**src/rtl/alu_multicycle.sv**
```systemverilog
// ALU opcodes plus the execute-side ALU: single-cycle arithmetic/logic,
// bit-serial shifts, valid/ready on both the operation and result sides.
package definitions_pkg;
  localparam logic [4:0] ALU_ADD  = 5'b00000;
  localparam logic [4:0] ALU_SUB  = 5'b00001;
  localparam logic [4:0] ALU_SLL  = 5'b00010;
  localparam logic [4:0] ALU_SLT  = 5'b00011;
  localparam logic [4:0] ALU_SLTU = 5'b00100;
  localparam logic [4:0] ALU_XOR  = 5'b00101;
  localparam logic [4:0] ALU_SRL  = 5'b00110;
  localparam logic [4:0] ALU_SRA  = 5'b00111;
  localparam logic [4:0] ALU_OR   = 5'b01000;
  localparam logic [4:0] ALU_AND  = 5'b01001;
endpackage

module alu_multicycle
  import definitions_pkg::*;
#(
  parameter int WIDTH = 32
) (
  input  logic             clk,
  input  logic             reset,
  input  logic             in_valid,
  output logic             in_ready,
  input  logic [4:0]       ALUControl,
  input  logic [WIDTH-1:0] SrcA,
  input  logic [WIDTH-1:0] SrcB,
  output logic             out_valid,
  input  logic             out_ready,
  output logic [WIDTH-1:0] ALUResult,
  output logic             Zero,
  output logic             illegal
);

  localparam int SW = $clog2(WIDTH);

  typedef enum logic [1:0] {
    S_IDLE,
    S_SHIFT,
    S_DONE
  } state_t;

  state_t           r_state;
  state_t           w_next;
  logic [4:0]       r_op;
  logic [4:0]       w_op_d;
  logic [WIDTH-1:0] r_acc;
  logic [WIDTH-1:0] w_acc_d;
  logic [SW-1:0]    r_cnt;
  logic [SW-1:0]    w_cnt_d;
  logic [WIDTH-1:0] r_res;
  logic [WIDTH-1:0] w_res_d;
  logic             r_ill;
  logic             w_ill_d;

  logic [SW-1:0]    w_shamt;
  logic             w_is_shift;
  logic [WIDTH-1:0] w_alu;
  logic             w_undef;
  logic [WIDTH-1:0] w_step;

  assign w_shamt    = SrcB[SW-1:0];
  assign w_is_shift = (ALUControl == ALU_SLL) ||
                      (ALUControl == ALU_SRL) ||
                      (ALUControl == ALU_SRA);

  // Single-cycle result; shifts only reach here with shamt==0.
  always_comb begin
    w_alu   = '0;
    w_undef = 1'b0;
    unique case (ALUControl)
      ALU_ADD:  w_alu = SrcA + SrcB;
      ALU_SUB:  w_alu = SrcA - SrcB;
      ALU_SLT:  w_alu = {{(WIDTH-1){1'b0}},
                         $signed(SrcA) < $signed(SrcB)};
      ALU_SLTU: w_alu = {{(WIDTH-1){1'b0}}, SrcA < SrcB};
      ALU_XOR:  w_alu = SrcA ^ SrcB;
      ALU_OR:   w_alu = SrcA | SrcB;
      ALU_AND:  w_alu = SrcA & SrcB;
      ALU_SLL,
      ALU_SRL,
      ALU_SRA:  w_alu = SrcA;
      default:  w_undef = 1'b1;
    endcase
  end

  always_comb begin
    w_step = r_acc;
    unique case (r_op)
      ALU_SLL: w_step = {r_acc[WIDTH-2:0], 1'b0};
      ALU_SRL: w_step = {1'b0, r_acc[WIDTH-1:1]};
      ALU_SRA: w_step = {r_acc[WIDTH-1], r_acc[WIDTH-1:1]};
      default: w_step = r_acc;
    endcase
  end

  always_comb begin
    w_next  = r_state;
    w_op_d  = r_op;
    w_acc_d = r_acc;
    w_cnt_d = r_cnt;
    w_res_d = r_res;
    w_ill_d = r_ill;
    unique case (r_state)
      S_IDLE: begin
        if (in_valid) begin
          w_op_d  = ALUControl;
          w_acc_d = SrcA;
          w_cnt_d = w_shamt;
          if (w_is_shift && (w_shamt != '0)) begin
            w_next = S_SHIFT;
          end else begin
            w_next  = S_DONE;
            w_res_d = w_alu;
            w_ill_d = w_undef;
          end
        end
      end
      S_SHIFT: begin
        w_acc_d = w_step;
        w_cnt_d = r_cnt - 1'b1;
        if (r_cnt == SW'(1)) begin
          w_next  = S_DONE;
          w_res_d = w_step;
          w_ill_d = 1'b0;
        end
      end
      S_DONE: begin
        if (out_ready) w_next = S_IDLE;
      end
      default: w_next = S_IDLE;
    endcase
  end

  always_ff @(posedge clk) begin
    if (reset) begin
      r_state <= S_IDLE;
      r_op    <= '0;
      r_acc   <= '0;
      r_cnt   <= '0;
      r_res   <= '0;
      r_ill   <= 1'b0;
    end else begin
      r_state <= w_next;
      r_op    <= w_op_d;
      r_acc   <= w_acc_d;
      r_cnt   <= w_cnt_d;
      r_res   <= w_res_d;
      r_ill   <= w_ill_d;
    end
  end

  assign in_ready  = (r_state == S_IDLE);
  assign out_valid = (r_state == S_DONE);
  assign ALUResult = r_res;
  assign Zero      = (r_res == '0);
  assign illegal   = r_ill;

endmodule

```
**config.mk**
```make
export PLATFORM = sky130hd
export DESIGN_NAME = alu_multicycle
export DESIGN_NICKNAME = d
export VERILOG_FILES = /design/src/rtl/alu_multicycle.sv
export SDC_FILE = /design/constraint.sdc
export NUM_CORES = 1
export LEC_CHECK = 0
export ABC_AREA = 0
export CORE_MARGIN = 2
export CORE_UTILIZATION = 55
export DETAILED_ROUTE_END_ITERATION = 8
export PLACE_DENSITY = 0.79
export SLEW_MARGIN = 20
export SYNTH_ARGS = -nofsm -noshare
export SYNTH_HDL_FRONTEND = slang
export SYNTH_SLANG_ARGS = --single-unit
```
**constraint.sdc**
```tcl
create_clock -name clk -period 4.4 [get_ports clk]
set_clock_uncertainty 0.1 [all_clocks]
set_input_delay 0.88 -clock clk [delete_from_list [all_inputs] [get_ports clk]]
set_output_delay 0.88 -clock clk [all_outputs]
set_load 0.02 [all_outputs]
```
==> metrics.md, run 1 <==
| Metric | Value |
|---|---|
| WP data arrival | 4440 ps |
| Wirelength per Cell | 21.9 um |
| Asr flop ratio synth | 0% |
| Maximum fanout along the worst path | 4 |
| WHS | 385 ps |
| Unrepaired setup endpoints after global routing | false |
| Setup TNS | 0 ps |
| Setup bufs post-CTS | 0 |
| Global-route usage over all layers | 41.1% |
| Max-slew violation count | 0 |
| Initial antenna violation count | 0 |
| Clock latency on the worst-skew pair | 360 ps |
| N_diodes | 0 |
| Final Cell Area | 11400 um^2 |
| Synth Register Bits | 77 |
| Lkg Pwr | 4.85 nW |
| Seq/Total Area, Yosys | 16.5% |
| Final WL | 37700 um |
| Cell mode on critical path | a21oi_1 |
| Nets | 1675 |
| DIE AREA | 18000 um^2 |
| Psw | 1.14 mW |
| Startpoint types | input port |
| Drc violations | 0 |
| Status | complete, no violations |
| Die H | 134 um |
| Via count | 11531 |
| CP delay by family, top | compound AO/OA/AOI/OAI gates |
| Number of max-cap violations | 0 |
| # IOs | 109 |
| Area Growth Syn to Fin | 22.7% |
| Setup crit end kind | flip-flop |
| Internal | 1.66 mW |
| Synth Area per Inst | 6.85 um^2 |
| Final Util | 68.9% |
| Final period utilization | 96.1% |
| Cells after synthesis | 1361 |
| CTS Buf Count | 9 |
| Largest net degree at the start of global routing | 45 |
| Setup CP Type | in2reg |
| Slew @ Worst Pin | 1030 ps |
| Reg power frac | 29.0% |
| Switching part of the total power | 40.6% |
| Rel. slew slack | 31.3% |
| Fin. Hold Viols | 0 |
| Gpl congestion | 1.10 |
| TritonCTS clock tree | done |
| First-pass GRT wire length | 58000 um |
| HP Class | reg2reg |
| Fraction of layout cells with a size suffix above 1 | 10.9% |
| Initial DRC count | 1359 |
| Cell Pwr Density | 245 nW/um^2 |
| Number of global-route vias before repair | 10678 |
| Mapped Area | 9320 um^2 |
| Dpl hpwl | 27500 um |
| Fillcell total | 1499 |
| Slowest CP cell | clkdlybuf4s50_1 |
| Initial Util | 56.2% |
| Clock buffer depth | 2 |
| Most used DFF post-synth | dfxtp_1 |
| CP cell instances | clkdlybuf4s50_1 > ha_1 > fa_1 > nand3_1 > a21oi_1 > o21ai_0 > a31oi_1 > buf_4 > o21a_1 > a41oi_1 > a21oi_1 > a221oi_1 > o31a_1 |
| Worst Path Buf+Inv | 2 |
| Core area | 16600 um^2 |
| Die X | 134 um |
| Syn_nets | 1541 |
| Post-synth EDFFs | 0 |
| Placement Rows | 47 |
| Worst path max stage delay | 490 ps |
| Power Total | 2.80 mW |
| Worst endpoint required time | 4610 ps |
| First drt pass iteration count | 6 |
| Comb power frac | 41.1% |
| VDD IR max | 213 uV |
| CTS sink count | 77 |
| Clk pwr share | 29.9% |
| Grt ovf | 0 |
| Clock slew seen by the registers of the worst setup and hold paths | 70 ps |
| Via density | 6.70 |
| Clock H-tree levels | 3 |
| FMAX | 0.237 GHz |
| Yosys Warn Count | 0 |
| Synth unique cells | 88 |
| Setup violators final | 0 |
| Tmin final | 4230 ps |
| Root buffer cell | clkbuf_16 |
| Post-DP Area | 11100 um^2 |
| Buffers on Ports | 108 |
| Post-DRT Antenna Nets | 0 |
## per-layer routing
| metal | wire, um | track usage [%] | up-vias |
|---|---|---|---|
| met5 | 0 | 0 | - |
| met4 | 2100 | 22.0 | 0 |
| met3 | 4000 | 6.73 | 170 |
| met2 | 17000 | 66.4 | 802 |
| met1 | 14600 | 52.5 | 5344 |
| li1 | - | - | 5215 |
## registers in the layout, summed over array words and instances (netlist names)
| signal | count |
|---|---|
| r_op | 5 |
| r_cnt | 5 |
| r_state | 2 |
| r_acc | 32 |
| illegal | 1 |
| ALUResult | 32 |
## Yosys cell counts, drive strengths merged, types with 7 or more instances
master | instances | area share (%)
a311oi | 12 | 1.2
a22oi | 34 | 2.7
nor2b | 13 | 0.87
o21ai | 66 | 3.6
clkbuf | 67 | 2.7
o31ai | 19 | 1.7
o21bai | 11 | 0.89
or2 | 10 | 0.67
nand2 | 207 | 8.3
or3 | 8 | 0.59
nand4 | 10 | 0.74
nor2 | 142 | 5.7
a211oi | 14 | 1.2
nor4 | 19 | 1.4
inv | 103 | 4.1
nand3 | 53 | 2.8
o21a | 13 | 1.0
nand2b | 8 | 0.62
xnor2 | 7 | 0.66
a221oi | 27 | 2.7
buf | 21 | 1.3
o22ai | 25 | 1.7
and2 | 7 | 0.47
o221ai | 14 | 1.3
nor3 | 22 | 1.2
a31oi | 41 | 2.9
ha | 105 | 14
dfxtp | 77 | 17
o211ai | 23 | 1.9
a21oi | 86 | 4.6
a21o | 18 | 1.5
## power by group through the flow
stage	sequential (mW)	combinational, mW	clock [mW]
floorplan	0.830	0.643	0
global placement	0.822	1.10	0
finish	0.811	1.15	0.838
global route	0.815	1.24	0.859
CTS	0.807	1.12	0.829
detailed placement	0.823	1.11	0
## worst register-to-register path: stages, from the launching register on
cell	delay [ps]
dfxtp_1	360
or4b_2	740
o211ai_1	240
a21oi_1	100
a2111oi_0	630
nand2_1	150
nor2_1	150
a21oi_1	100
mux2i_1	140
o21ai_0	90
## through the flow
stage | std cells | setup WS (ps)
after detailed placement | 1704 | -77.3
final | 1720 | 172
after floorplan | 1361 | 931
after CTS | 1720 | 253
after global routing | 1720 | 28.5
after global placement | 1704 | -132
## layout by cell type (no fill, tap or decap), types with 5 or more instances in the layout
master / Yosys / layout
nand2b_1: 7 / 7
or2_2: 9 / 9
a21oi_1: 86 / 85
o31ai_1: 16 / 16
and2_1: 6 / 7
nor3_1: 21 / 21
a221oi_1: 25 / 25
nor2_1: 142 / 138
nor2b_1: 13 / 13
a211oi_1: 12 / 12
o211ai_1: 23 / 23
clkbuf_16: 0 / 9
o221ai_1: 14 / 14
nand3_1: 53 / 53
o21bai_1: 11 / 11
o22ai_1: 25 / 25
nor3b_1: 5 / 5
nand4_1: 9 / 9
o21a_1: 13 / 13
a31oi_1: 39 / 39
ha_1: 105 / 105
buf_4: 4 / 102
a311oi_1: 11 / 11
a22oi_1: 34 / 34
or3_1: 7 / 7
a21o_1: 18 / 18
a21boi_0: 5 / 5
xnor2_1: 7 / 7
clkdlybuf4s50_1: 0 / 107
dfxtp_1: 77 / 77
nor4_1: 17 / 17
nand2_1: 207 / 207
o21ai_0: 62 / 62
inv_1: 103 / 103
## layout make-up
| cell class | instances | area [um^2] | area share [%] |
|---|---|---|---|
| clock buffer | 9 | 225 | 1.97 |
| clock inverter | 7 | 80.1 | 0.701 |
| timing repair buffer | 211 | 1860 | 16.3 |
| sequential | 77 | 1540 | 13.5 |
| inverter | 103 | 387 | 3.38 |
| multi-input combinational | 1093 | 7060 | 61.8 |
| tap | 220 | 275 | 2.41 |
## kinds of logic after synthesis
logic type               count (synthesis)  share of synthesized area [%]
adder cells (fa/ha/maj)                107                           14.5
XOR/XNOR                                 7                          0.658
AND/OR/NAND/NOR                        519                           25.3
multiplexers                             4                          0.443
flip-flops                              77                           16.5
buffers and inverters                  191                           8.19
AO/OA/AOI/OAI                          456                           34.3
## final timing paths
kind | start | slack (ps) | to | cells after the start
max reg2reg | r_op[3] | 1480 | ALUResult[28] | 9
min reg2reg | r_op[0] | 380 | r_op[0] | 2
min | r_op[0] | 380 | r_op[0] | 2
max | SrcA[0] | 170 | ALUResult[24] | 13
## timing repair
action	in CTS	in global routing
endpoints found under the setup margin	0	2
endpoints found under the hold margin	0	0
resized for setup	0	1
hold buffers	0	0
Note: power is estimated with default switching activity, not from simulation.
==> inputs of run 2 (changes only) <==
- CORE_UTILIZATION: 55 -> 30
- CTS_BUF_LIST: unset -> sky130_fd_sc_hd__clkbuf_8
- PLACE_DENSITY: 0.79 -> unset
- SLEW_MARGIN: 20 -> 40
==> run 2 against run 1 <==
Against the previous run: cell count increased by 12%; clock power fell by 37%; register-to-register slack gained 150 ps; via count down 2.9%; worst hold slack got worse by 0.59 ps; sequential power is essentially flat; critical endpoint is now ALUResult[25]; largest cell class unchanged; largest power group unchanged; highest routed layer unchanged.
==> metrics.md, run 2 (synthesis gave the netlist of run 1 again) <==
| Metric | Value |
|---|---|
| Slowest CP cell | clkdlybuf4s50_1 |
| Switching part of the total power | 43.0% |
| Die H | 180 um |
| Cts-stage hold buffer count | 0 |
| Fillcell total | 3263 |
| Slew @ Worst Pin | 870 ps |
| DIE AREA | 32500 um^2 |
| Setup bufs post-CTS | 0 |
| Post-DRT Antenna Nets | 0 |
| Via density | 5.82 |
| CTS sink count | 77 |
| TritonCTS clock tree | done |
| Max-slew violation count | 0 |
| Number of global-route vias before repair | 10864 |
| CTS Buf Count | 9 |
| Final WL | 39800 um |
| N_diodes | 0 |
| Worst endpoint required time | 4620 ps |
| Largest net degree at the start of global routing | 44 |
| Post-CTS sizing | 0 |
| Root buffer cell | clkbuf_8 |
| Tmin final | 4150 ps |
| Setup crit end kind | flip-flop |
| Cell Count, Final, Fillers Out | 1923 |
| Nets | 1702 |
| Status | complete, no violations |
| # IOs | 109 |
| Initial DRC count | 1004 |
| Psw | 1.08 mW |
| Global-route usage over all layers | 23.7% |
| Lkg Pwr | 4.93 nW |
| FMAX | 0.241 GHz |
| Most frequent cells in the layout | 207 x nand2_1, 138 x nor2_1, 128 x buf_4 |
| Clk pwr share | 21.1% |
| Initial Util | 30.5% |
| Placed Cells | 1907 |
| Clock latency on the worst-skew pair | 390 ps |
| HP Class | reg2reg |
| VDD IR max | 134 uV |
| Drc violations | 0 |
| WHS | 384 ps |
| Dpl hpwl | 30600 um |
| Maximum fanout along the worst path | 3 |
| CP cell instances | clkdlybuf4s50_1 > inv_1 > ha_1 > buf_4 > nor2_1 > o311ai_1 > a31oi_1 > o21ai_1 > o211ai_1 > a221oi_1 > buf_4 > mux2_2 > o22ai_1 > o21a_1 |
| Buffers on Ports | 108 |
| Grt ovf | 0 |
| Comb power frac | 46.6% |
| Fin. Hold Viols | 0 |
| Most common cell after layout, fill and taps aside | nand2_1 |
| Cell Pwr Density | 214 nW/um^2 |
| Power Total | 2.52 mW |
| Final period utilization | 94.4% |
| Area Growth Syn to Fin | 26.0% |
| Placement Rows | 64 |
| Die X | 180 um |
| First-pass GRT wire length | 62000 um |
| Worst path max stage delay | 510 ps |
| Wirelength per Cell | 20.7 um |
| Number of max-cap violations | 0 |
| Initial antenna violation count | 0 |
| Via count | 11191 |
| WP data arrival | 4380 ps |
| First drt pass iteration count | 5 |
| Clock slew seen by the registers of the worst setup and hold paths | 90 ps |
| Unrepaired setup endpoints after global routing | false |
| Setup TNS | 0 ps |
| Gpl congestion | 0.981 |
| Core area | 30600 um^2 |
| Startpoint types | input port |
| Internal | 1.44 mW |
| Reg power frac | 32.3% |
| Clock H-tree levels | 3 |
| Setup CP Type | in2reg |
| Cell mode on critical path | buf_4 |
| Clock buffer depth | 2 |
| Rel. slew slack | 41.5% |
| Pre-CTS setup slack | -72.9 ps |
| Setup violators final | 0 |
| Fraction of layout cells with a size suffix above 1 | 12.4% |
| Final WS setup | 245 ps |
## run 2: cell types whose count changed in the layout (fill, tap and decap cells not counted), moves of 2 or more
cell | before | now
inv_6 | 3 | 0
clkinv_4 | 0 | 2
clkbuf_8 | 0 | 9
clkbuf_16 | 9 | 0
buf_16 | 0 | 2
clkinv_2 | 1 | 3
buf_4 | 102 | 128
## run 2: power groups by stage
stage	Combinational (mW)	Sequential, mW	Clock (mW)
detailed placement	1.15	0.827	0
floorplan	0.643	0.830	0
global placement	1.14	0.827	0
finish	1.17	0.814	0.531
CTS	1.16	0.811	0.545
global route	1.28	0.821	0.568
## run 2: final cells by class
cell class	instances	area [um^2]	share of cell area, %
clock buffers	9	124	1.05
clock inverters	7	43.8	0.373
inverters	103	387	3.29
multi-input cells	1093	7060	60.1
flip-flops and latches	77	1540	13.1
well taps	396	495	4.22
repair buffers	238	2090	17.8
## run 2: worst max-delay path, delay by kind of cell
| family | cells | cell delay, ps |
|---|---|---|
| compound gates | 7 | 1920 |
| buf+inv | 4 | 880 |
| mux | 1 | 330 |
| fa+ha+maj | 1 | 310 |
| simple gates | 1 | 50 |
## run 2: final timing paths
kind / startpoint / to / slack, ps / depth (start not counted)
worst max-delay path: SrcA[1] / ALUResult[25] / 250 / 14
worst min-delay path: r_op[0] / r_op[0] / 380 / 2
worst max register to register: r_op[3] / ALUResult[28] / 1630 / 10
worst min register to register: r_op[0] / r_op[0] / 380 / 2
## run 2: per-layer routing
metal  part of all wire [%]  GRT usage (%)  vias to the layer above
li1                       -              -                     5261
met1                     45           31.8                     5410
met2                     46           39.7                      453
met3                    6.7           3.44                       67
met4                    2.2           6.32                        0
met5                      0              0                        -
## run 2: through the flow
step                instance area, um^2  util, %
finish                            11700     38.4
global route                      11700     38.4
CTS                               11700     38.4
detailed placement                11600     37.8
global placement                  11500     37.7
floorplan                          9320        -
